===== src/rtl/hazard_ctrl_pipe.sv =====
// Hazard and forwarding controller for the 5-stage RV32 pipeline.
// A three-entry scoreboard (EX/MEM/WB) drives stall, flush and operand
// bypass selects, and saturating counters track retirements, stalls and
// taken-branch flushes.
module hazard_ctrl_pipe #(
  parameter int unsigned REG_ADDR_WIDTH = 5,
  parameter bit          FORWARDING     = 1'b1,
  parameter int unsigned CNT_WIDTH      = 32
) (
  input  logic                      clk,
  input  logic                      rst,
  input  logic                      id_valid,
  input  logic [REG_ADDR_WIDTH-1:0] id_rs1,
  input  logic [REG_ADDR_WIDTH-1:0] id_rs2,
  input  logic                      id_use_rs1,
  input  logic                      id_use_rs2,
  input  logic [REG_ADDR_WIDTH-1:0] id_rd,
  input  logic                      id_regwrite,
  input  logic                      id_is_load,
  input  logic                      ex_branch_taken,
  output logic                      stall_f,
  output logic                      stall_d,
  output logic                      flush_d,
  output logic                      flush_e,
  output logic [1:0]                fwd_a_e,
  output logic [1:0]                fwd_b_e,
  output logic [CNT_WIDTH-1:0]      retired_cnt,
  output logic [CNT_WIDTH-1:0]      stall_cnt,
  output logic [CNT_WIDTH-1:0]      flush_cnt
);

  localparam logic [REG_ADDR_WIDTH-1:0] REG_X0   = {REG_ADDR_WIDTH{1'b0}};
  localparam logic [CNT_WIDTH-1:0]      CNT_ZERO = {CNT_WIDTH{1'b0}};
  localparam logic [CNT_WIDTH-1:0]      CNT_MAX  = {CNT_WIDTH{1'b1}};
  localparam logic [CNT_WIDTH-1:0]      CNT_ONE  = {{(CNT_WIDTH-1){1'b0}}, 1'b1};
  localparam logic [1:0]                SEL_RF   = 2'b00;
  localparam logic [1:0]                SEL_WB   = 2'b01;
  localparam logic [1:0]                SEL_MEM  = 2'b10;

  // A source depends on a stage only if that stage really writes a non-x0 rd
  // and the consuming instruction actually reads the source.
  function automatic logic src_match(
    input logic                      valid,
    input logic                      regwrite,
    input logic [REG_ADDR_WIDTH-1:0] rd,
    input logic [REG_ADDR_WIDTH-1:0] src,
    input logic                      use_src
  );
    return valid && regwrite && (rd != REG_X0) && (rd == src) && use_src;
  endfunction

  // Counters stick at all-ones rather than wrapping.
  function automatic logic [CNT_WIDTH-1:0] sat_inc(
    input logic [CNT_WIDTH-1:0] cnt,
    input logic                 en
  );
    return (en && (cnt != CNT_MAX)) ? (cnt + CNT_ONE) : cnt;
  endfunction

  // Scoreboard entries. Only the EX copy of is_load feeds a decision, so the
  // later stages keep just what the match rule needs.
  logic                      ex_valid_r, ex_regwrite_r, ex_is_load_r;
  logic [REG_ADDR_WIDTH-1:0] ex_rd_r, ex_rs1_r, ex_rs2_r;
  logic                      ex_use_rs1_r, ex_use_rs2_r;
  logic                      mem_valid_r, mem_regwrite_r;
  logic [REG_ADDR_WIDTH-1:0] mem_rd_r;
  logic                      wb_valid_r, wb_regwrite_r;
  logic [REG_ADDR_WIDTH-1:0] wb_rd_r;
  logic [CNT_WIDTH-1:0]      retired_cnt_r, stall_cnt_r, flush_cnt_r;

  logic       hazard_s, branch_s, stall_s;
  logic [1:0] fwd_a_s, fwd_b_s;

  // Hazard detection, branch qualification and bypass selection.
  always_comb begin
    hazard_s = 1'b0;
    fwd_a_s  = SEL_RF;
    fwd_b_s  = SEL_RF;
    if (FORWARDING) begin
      // Only a load in EX cannot be bypassed in time: one bubble is enough.
      hazard_s = id_valid && ex_is_load_r &&
                 (src_match(ex_valid_r, ex_regwrite_r, ex_rd_r, id_rs1, id_use_rs1) ||
                  src_match(ex_valid_r, ex_regwrite_r, ex_rd_r, id_rs2, id_use_rs2));
      // MEM holds the younger result, so it wins over WB.
      if (src_match(mem_valid_r, mem_regwrite_r, mem_rd_r, ex_rs1_r, ex_use_rs1_r)) begin
        fwd_a_s = SEL_MEM;
      end else if (src_match(wb_valid_r, wb_regwrite_r, wb_rd_r, ex_rs1_r, ex_use_rs1_r)) begin
        fwd_a_s = SEL_WB;
      end else begin
        fwd_a_s = SEL_RF;
      end
      if (src_match(mem_valid_r, mem_regwrite_r, mem_rd_r, ex_rs2_r, ex_use_rs2_r)) begin
        fwd_b_s = SEL_MEM;
      end else if (src_match(wb_valid_r, wb_regwrite_r, wb_rd_r, ex_rs2_r, ex_use_rs2_r)) begin
        fwd_b_s = SEL_WB;
      end else begin
        fwd_b_s = SEL_RF;
      end
    end else begin
      // Without bypass, wait until the producer reaches WB; the register
      // file writes in the first half of the cycle so WB needs no check.
      hazard_s = id_valid &&
                 (src_match(ex_valid_r,  ex_regwrite_r,  ex_rd_r,  id_rs1, id_use_rs1) ||
                  src_match(ex_valid_r,  ex_regwrite_r,  ex_rd_r,  id_rs2, id_use_rs2) ||
                  src_match(mem_valid_r, mem_regwrite_r, mem_rd_r, id_rs1, id_use_rs1) ||
                  src_match(mem_valid_r, mem_regwrite_r, mem_rd_r, id_rs2, id_use_rs2));
    end
    branch_s = ex_branch_taken && ex_valid_r;
    // A taken branch squashes the stalled instruction anyway.
    stall_s  = hazard_s && !branch_s;
  end

  assign stall_f     = stall_s;
  assign stall_d     = stall_s;
  assign flush_d     = branch_s;
  assign flush_e     = branch_s || stall_s;
  assign fwd_a_e     = fwd_a_s;
  assign fwd_b_e     = fwd_b_s;
  assign retired_cnt = retired_cnt_r;
  assign stall_cnt   = stall_cnt_r;
  assign flush_cnt   = flush_cnt_r;

  // Scoreboard shift: ID -> EX (or bubble) -> MEM -> WB.
  always_ff @(posedge clk or posedge rst) begin
    if (rst) begin
      ex_valid_r     <= 1'b0;
      ex_regwrite_r  <= 1'b0;
      ex_is_load_r   <= 1'b0;
      ex_rd_r        <= REG_X0;
      ex_rs1_r       <= REG_X0;
      ex_rs2_r       <= REG_X0;
      ex_use_rs1_r   <= 1'b0;
      ex_use_rs2_r   <= 1'b0;
      mem_valid_r    <= 1'b0;
      mem_regwrite_r <= 1'b0;
      mem_rd_r       <= REG_X0;
      wb_valid_r     <= 1'b0;
      wb_regwrite_r  <= 1'b0;
      wb_rd_r        <= REG_X0;
    end else begin
      wb_valid_r     <= mem_valid_r;
      wb_regwrite_r  <= mem_regwrite_r;
      wb_rd_r        <= mem_rd_r;
      mem_valid_r    <= ex_valid_r;
      mem_regwrite_r <= ex_regwrite_r;
      mem_rd_r       <= ex_rd_r;
      if (flush_e) begin
        ex_valid_r    <= 1'b0;
        ex_regwrite_r <= 1'b0;
        ex_is_load_r  <= 1'b0;
        ex_rd_r       <= REG_X0;
        ex_rs1_r      <= REG_X0;
        ex_rs2_r      <= REG_X0;
        ex_use_rs1_r  <= 1'b0;
        ex_use_rs2_r  <= 1'b0;
      end else begin
        ex_valid_r    <= id_valid;
        ex_regwrite_r <= id_regwrite;
        ex_is_load_r  <= id_is_load;
        ex_rd_r       <= id_rd;
        ex_rs1_r      <= id_rs1;
        ex_rs2_r      <= id_rs2;
        ex_use_rs1_r  <= id_use_rs1;
        ex_use_rs2_r  <= id_use_rs2;
      end
    end
  end

  // Saturating performance counters.
  always_ff @(posedge clk or posedge rst) begin
    if (rst) begin
      retired_cnt_r <= CNT_ZERO;
      stall_cnt_r   <= CNT_ZERO;
      flush_cnt_r   <= CNT_ZERO;
    end else begin
      retired_cnt_r <= sat_inc(retired_cnt_r, wb_valid_r);
      stall_cnt_r   <= sat_inc(stall_cnt_r, stall_s);
      flush_cnt_r   <= sat_inc(flush_cnt_r, branch_s);
    end
  end

endmodule

===== config.mk =====
export PLATFORM = sky130hd
export DESIGN_NAME = hazard_ctrl_pipe
export DESIGN_NICKNAME = d
export VERILOG_FILES = /design/src/rtl/hazard_ctrl_pipe.sv
export SDC_FILE = /design/constraint.sdc
export NUM_CORES = 1
export LEC_CHECK = 0
export CORE_MARGIN = 2
export CORE_UTILIZATION = 50
export CTS_BUF_LIST = sky130_fd_sc_hd__clkbuf_16
export DETAILED_ROUTE_END_ITERATION = 6
export DONT_BUFFER_PORTS = 1
export GPL_TIMING_DRIVEN = 0
export PLACE_DENSITY_LB_ADDON = 0.15
export SLEW_MARGIN = 20
export SYNTH_ARGS = -nofsm -noshare
export SYNTH_HDL_FRONTEND = slang
export SYNTH_SLANG_ARGS = --single-unit

===== constraint.sdc =====
create_clock -name clk -period 11.6 [get_ports clk]
set_input_delay 3.48 -clock clk [delete_from_list [all_inputs] [get_ports clk]]
set_output_delay 3.48 -clock clk [all_outputs]
set_load 0.01 [all_outputs]

==> summary.md <==
| Metric | Value |
|---|---|
| Post-synthesis cell area | `6080 µm²` |
| Ant. Diodes | `0` |
| Detail Placement HPWL | `a little under 9 mm` |
| CTS tree | `built` |
| Final Hold Fails | `0` |
| Largest net degree at the start of global routing | `90` |
| Post CTS Setup Buffer Count | `0` |
| Site row count | `40` |
| 1st-iter DRT viols | `155` |
| # H-tree levels | `4` |
| Sequential Power Share | `between 40% and 50%` |
| Die Area | `13100 µm²` |
| Crit. End Element | `primary output` |
| Worst-Skew Late Latency | `approximately 0.4 ns` |
| Comb power frac | `5.9%` |
| Clk sinks | `130` |
| Post-cts sizing count | `0` |
| Tot GR Track Use | `~20%` |
| Commonest non-fill, non-tap cells in the layout | `130 x dfrtp_1, 75 x xnor2_1, 51 x nand2_1` |
| LEAKAGE | `about 3.2 nW` |
| Peak fanout along the critical path | `10` |
| Initial antenna violation count | `0` |
| Fin util | `57.7%` |
| First-pass detailed-route iteration total | `4` |
| Crit-path slowest cell | `clkbuf_1` |
| Layout Nets | `slightly below 600` |
| Ys Warns | `0` |
| Crit path kind | `input port to primary output` |
| Total net switching power | `roughly 0.26 mW` |
| Die width | `114 µm` |
| Normalized max-slew margin | `around 64%` |
| Total of max-cap violations | `0` |
| Area of the core | `12000 µm²` |
| DR vias/cell | `5.56` |
| Min Clock Period, post-route | `8.25 ns` |
| Clock Path Buffers | `2` |
| #FFs+latches synth | `130` |
| Clock power frac | `47.4%` |
| Clock transition at path regs | `approximately 0.050 ns` |
| Routability cong. | `roughly 0.8` |
| Final Non-Filler Cells | `around 700` |
| Maximum vdd drop | `0.205 mV` |
| Detailed-route via count | `between 4000 and 5000` |
| CP peak stage delay | `0.45 ns` |
| Ys flop type | `dfrtp_1` |
| Via count of the first global-routing pass | `approximately 4000` |
| CP Data Arrival Time | `4.77 ns` |
| Status | `finished, final reports clean` |
| Unrepaired setup endpoints after global routing | `no` |
| Setup Skew | `0.00903 ns` |
| Sequential-to-total area share from yosys stat | `53.5%` |
| CP bufs+invs | `1` |
| Num CTS Buffers | `17` |
| Post-route worst setup slack | `roughly 3.3 ns` |
| First-pass GRT wire length | `20.4 mm` |
| Number of synthesized flops with an enable pin | `0` |
| Crit-path cells | `xnor2_1 > nand4_1 > o22ai_2 > a21oi_1 > nor2b_1 > clkbuf_1` |
| Switching Share | `23.3%` |
| Worst-margin pin slew | `0.540 ns` |
| CTS root buffer | `clkbuf_16` |
| Starting density of the core | `50.8%` |
| Syn Nets | `567` |
| Slew Viols, Final | `0` |
| Synth Instances | `541` |
| Per-cell routed wire length | `16.7 µm` |
| Fin crit share | `71.1%` |
| Synth-to-layout area growth | `13.5%` |
| DRC errors left | `0` |
| Layout cells sized above 1 | `a little under an eighth` |
| Pre-CTS WS | `3.35 ns` |
| Post-synth cell types | `53` |
| Grt ovf | `0` |
| PD cells | `164 nW/µm²` |
| Setup violators final | `0` |
| Post-CTS Hold Fix Bufs | `0` |
| Fin Setup TNS | `0 ns` |
| Cell family with most CP delay | `buffers and inverters` |
| WP data required | `around 8.1 ns` |
| Ys async rst share | `100%` |
| Cell count after placement | `689` |
| Crit start category | `input port` |
| I/O pin cnt | `127` |
| Die Ht | `114 µm` |
| Number of routed nets with antenna violations | `0` |
| Worst hold path type | `flop to flop` |
| Commonest non-fill, non-tap cell in the layout | `dfrtp_1` |
| Max frequency | `121 MHz` |
| Avg Cell Area, Syn | `about 11 µm²` |
| Internal power | `roughly 0.87 mW` |
| IO Port Bufs | `0` |
| Detailed Route WL | `about 12 mm` |
## kinds of logic (layout without fill, tap and decap cells)
group	after synthesis	in the layout	synth area share, %
flip-flops	130	130	53.5
adder cells (fa/ha/maj)	3	3	0.617
multiplexers	2	2	0.432
AO/OA/AOI/OAI	21	21	3.15
AND/OR/NAND/NOR	247	247	23.6
XOR/XNOR	120	120	17.3
buffers and inverters	18	51	1.42
## worst register-to-register path, delay by kind of cell (launching register included)
kind                       cells  cell delay (ns)
AOI/OAI and AO/OA              1             0.49
DFF                            1             0.48
adders and majority gates      1             0.25
and+or+nand+nor                4             0.76
xor gates and xnor gates       1             0.16
## cells in the mapped netlist, types with 2 or more instances
master / n / area share (%)
a21oi_1: 3 / 0.25
inv_1: 10 / 0.62
nor4_2: 6 / 1.2
a31oi_1: 2 / 0.21
nor3_2: 2 / 0.33
nor3_1: 17 / 1.4
xnor2_1: 75 / 11
nand4_1: 24 / 2.5
xor2_1: 45 / 6.5
and2_1: 2 / 0.21
o21ai_0: 2 / 0.16
nand4_2: 2 / 0.41
o31ai_1: 2 / 0.25
ha_1: 3 / 0.62
buf_2: 3 / 0.25
and3_1: 19 / 2.0
clkbuf_1: 2 / 0.12
nor4_1: 3 / 0.31
nand3_1: 45 / 3.7
nor2_1: 31 / 1.9
and3_4: 2 / 0.37
nor4_4: 2 / 0.70
nor2b_1: 21 / 2.2
nand2_1: 51 / 3.1
buf_4: 2 / 0.25
o211ai_1: 2 / 0.25
and4_1: 7 / 1.0
dfrtp_1: 130 / 53
or4_1: 2 / 0.25
## flip-flops by register name, indices dropped and copies added, names as in the netlist, 5 cells and up
signal and count:
wb_rd_r 5, mem_rd_r 5, ex_rs1_r 5, ex_rd_r 5, ex_rs2_r 5, stall_cnt 32, flush_cnt 32, retired_cnt 32
## area by class of cell
| cell class | count | area [µm²] |
|---|---|---|
| flip-flops and latches | 130 | 3250 |
| inverters | 10 | 45.0 |
| repair buffers | 1 | 27.5 |
| well taps | 147 | 184 |
| plain buffers | 8 | 48.8 |
| fillers | 1028 | 5060 |
| clock inverters | 15 | 174 |
| clock buffers | 17 | 425 |
| multi-input cells | 393 | 2740 |
## path summary, 6_finish.rpt
kind	slack, ns	from	cells after the start	endpoint
worst max register to register	9.33	stall_cnt[0]	7	stall_cnt[12]
worst min-delay path	0.39	mem_regwrite_r	0	wb_regwrite_r
min in group asynchronous	2.90	rst	1	flush_cnt[27]
worst min register to register	0.39	mem_regwrite_r	0	wb_regwrite_r
max in group asynchronous	7.99	rst	2	mem_rd_r[0]
worst max-delay path	3.35	id_rs1[1]	6	flush_e
## power groups by stage
stage | registers [mW] | logic (mW) | clock network [mW]
floorplan | 0.525 | 0.0549 | 0
global placement | 0.534 | 0.0640 | 0
detailed placement | 0.535 | 0.0679 | 0
CTS | 0.528 | 0.0683 | 0.548
global route | 0.534 | 0.0770 | 0.572
finish | 0.528 | 0.0664 | 0.536
## through the flow
| stage | instance area, µm² | power, mW | hold WS [ns] |
|---|---|---|---|
| floorplan | 6080 | 0.580 | 0.354 |
| global placement | 6260 | 0.598 | 0.372 |
| detailed placement | 6300 | 0.603 | 0.388 |
| CTS | 6900 | 1.14 | 0.399 |
| global route | 6900 | 1.18 | 0.405 |
| finish | 6900 | 1.13 | 0.392 |
## routing by layer
| layer | share of wire (%) | track usage, % |
|---|---|---|
| met2 | 48 | 31.0 |
| met3 | 6.9 | 8.36 |
| met5 | 0 | 0 |
| met1 | 43 | 25.6 |
| met4 | 1.3 | 7.15 |
(Power assumes the default switching activity.)
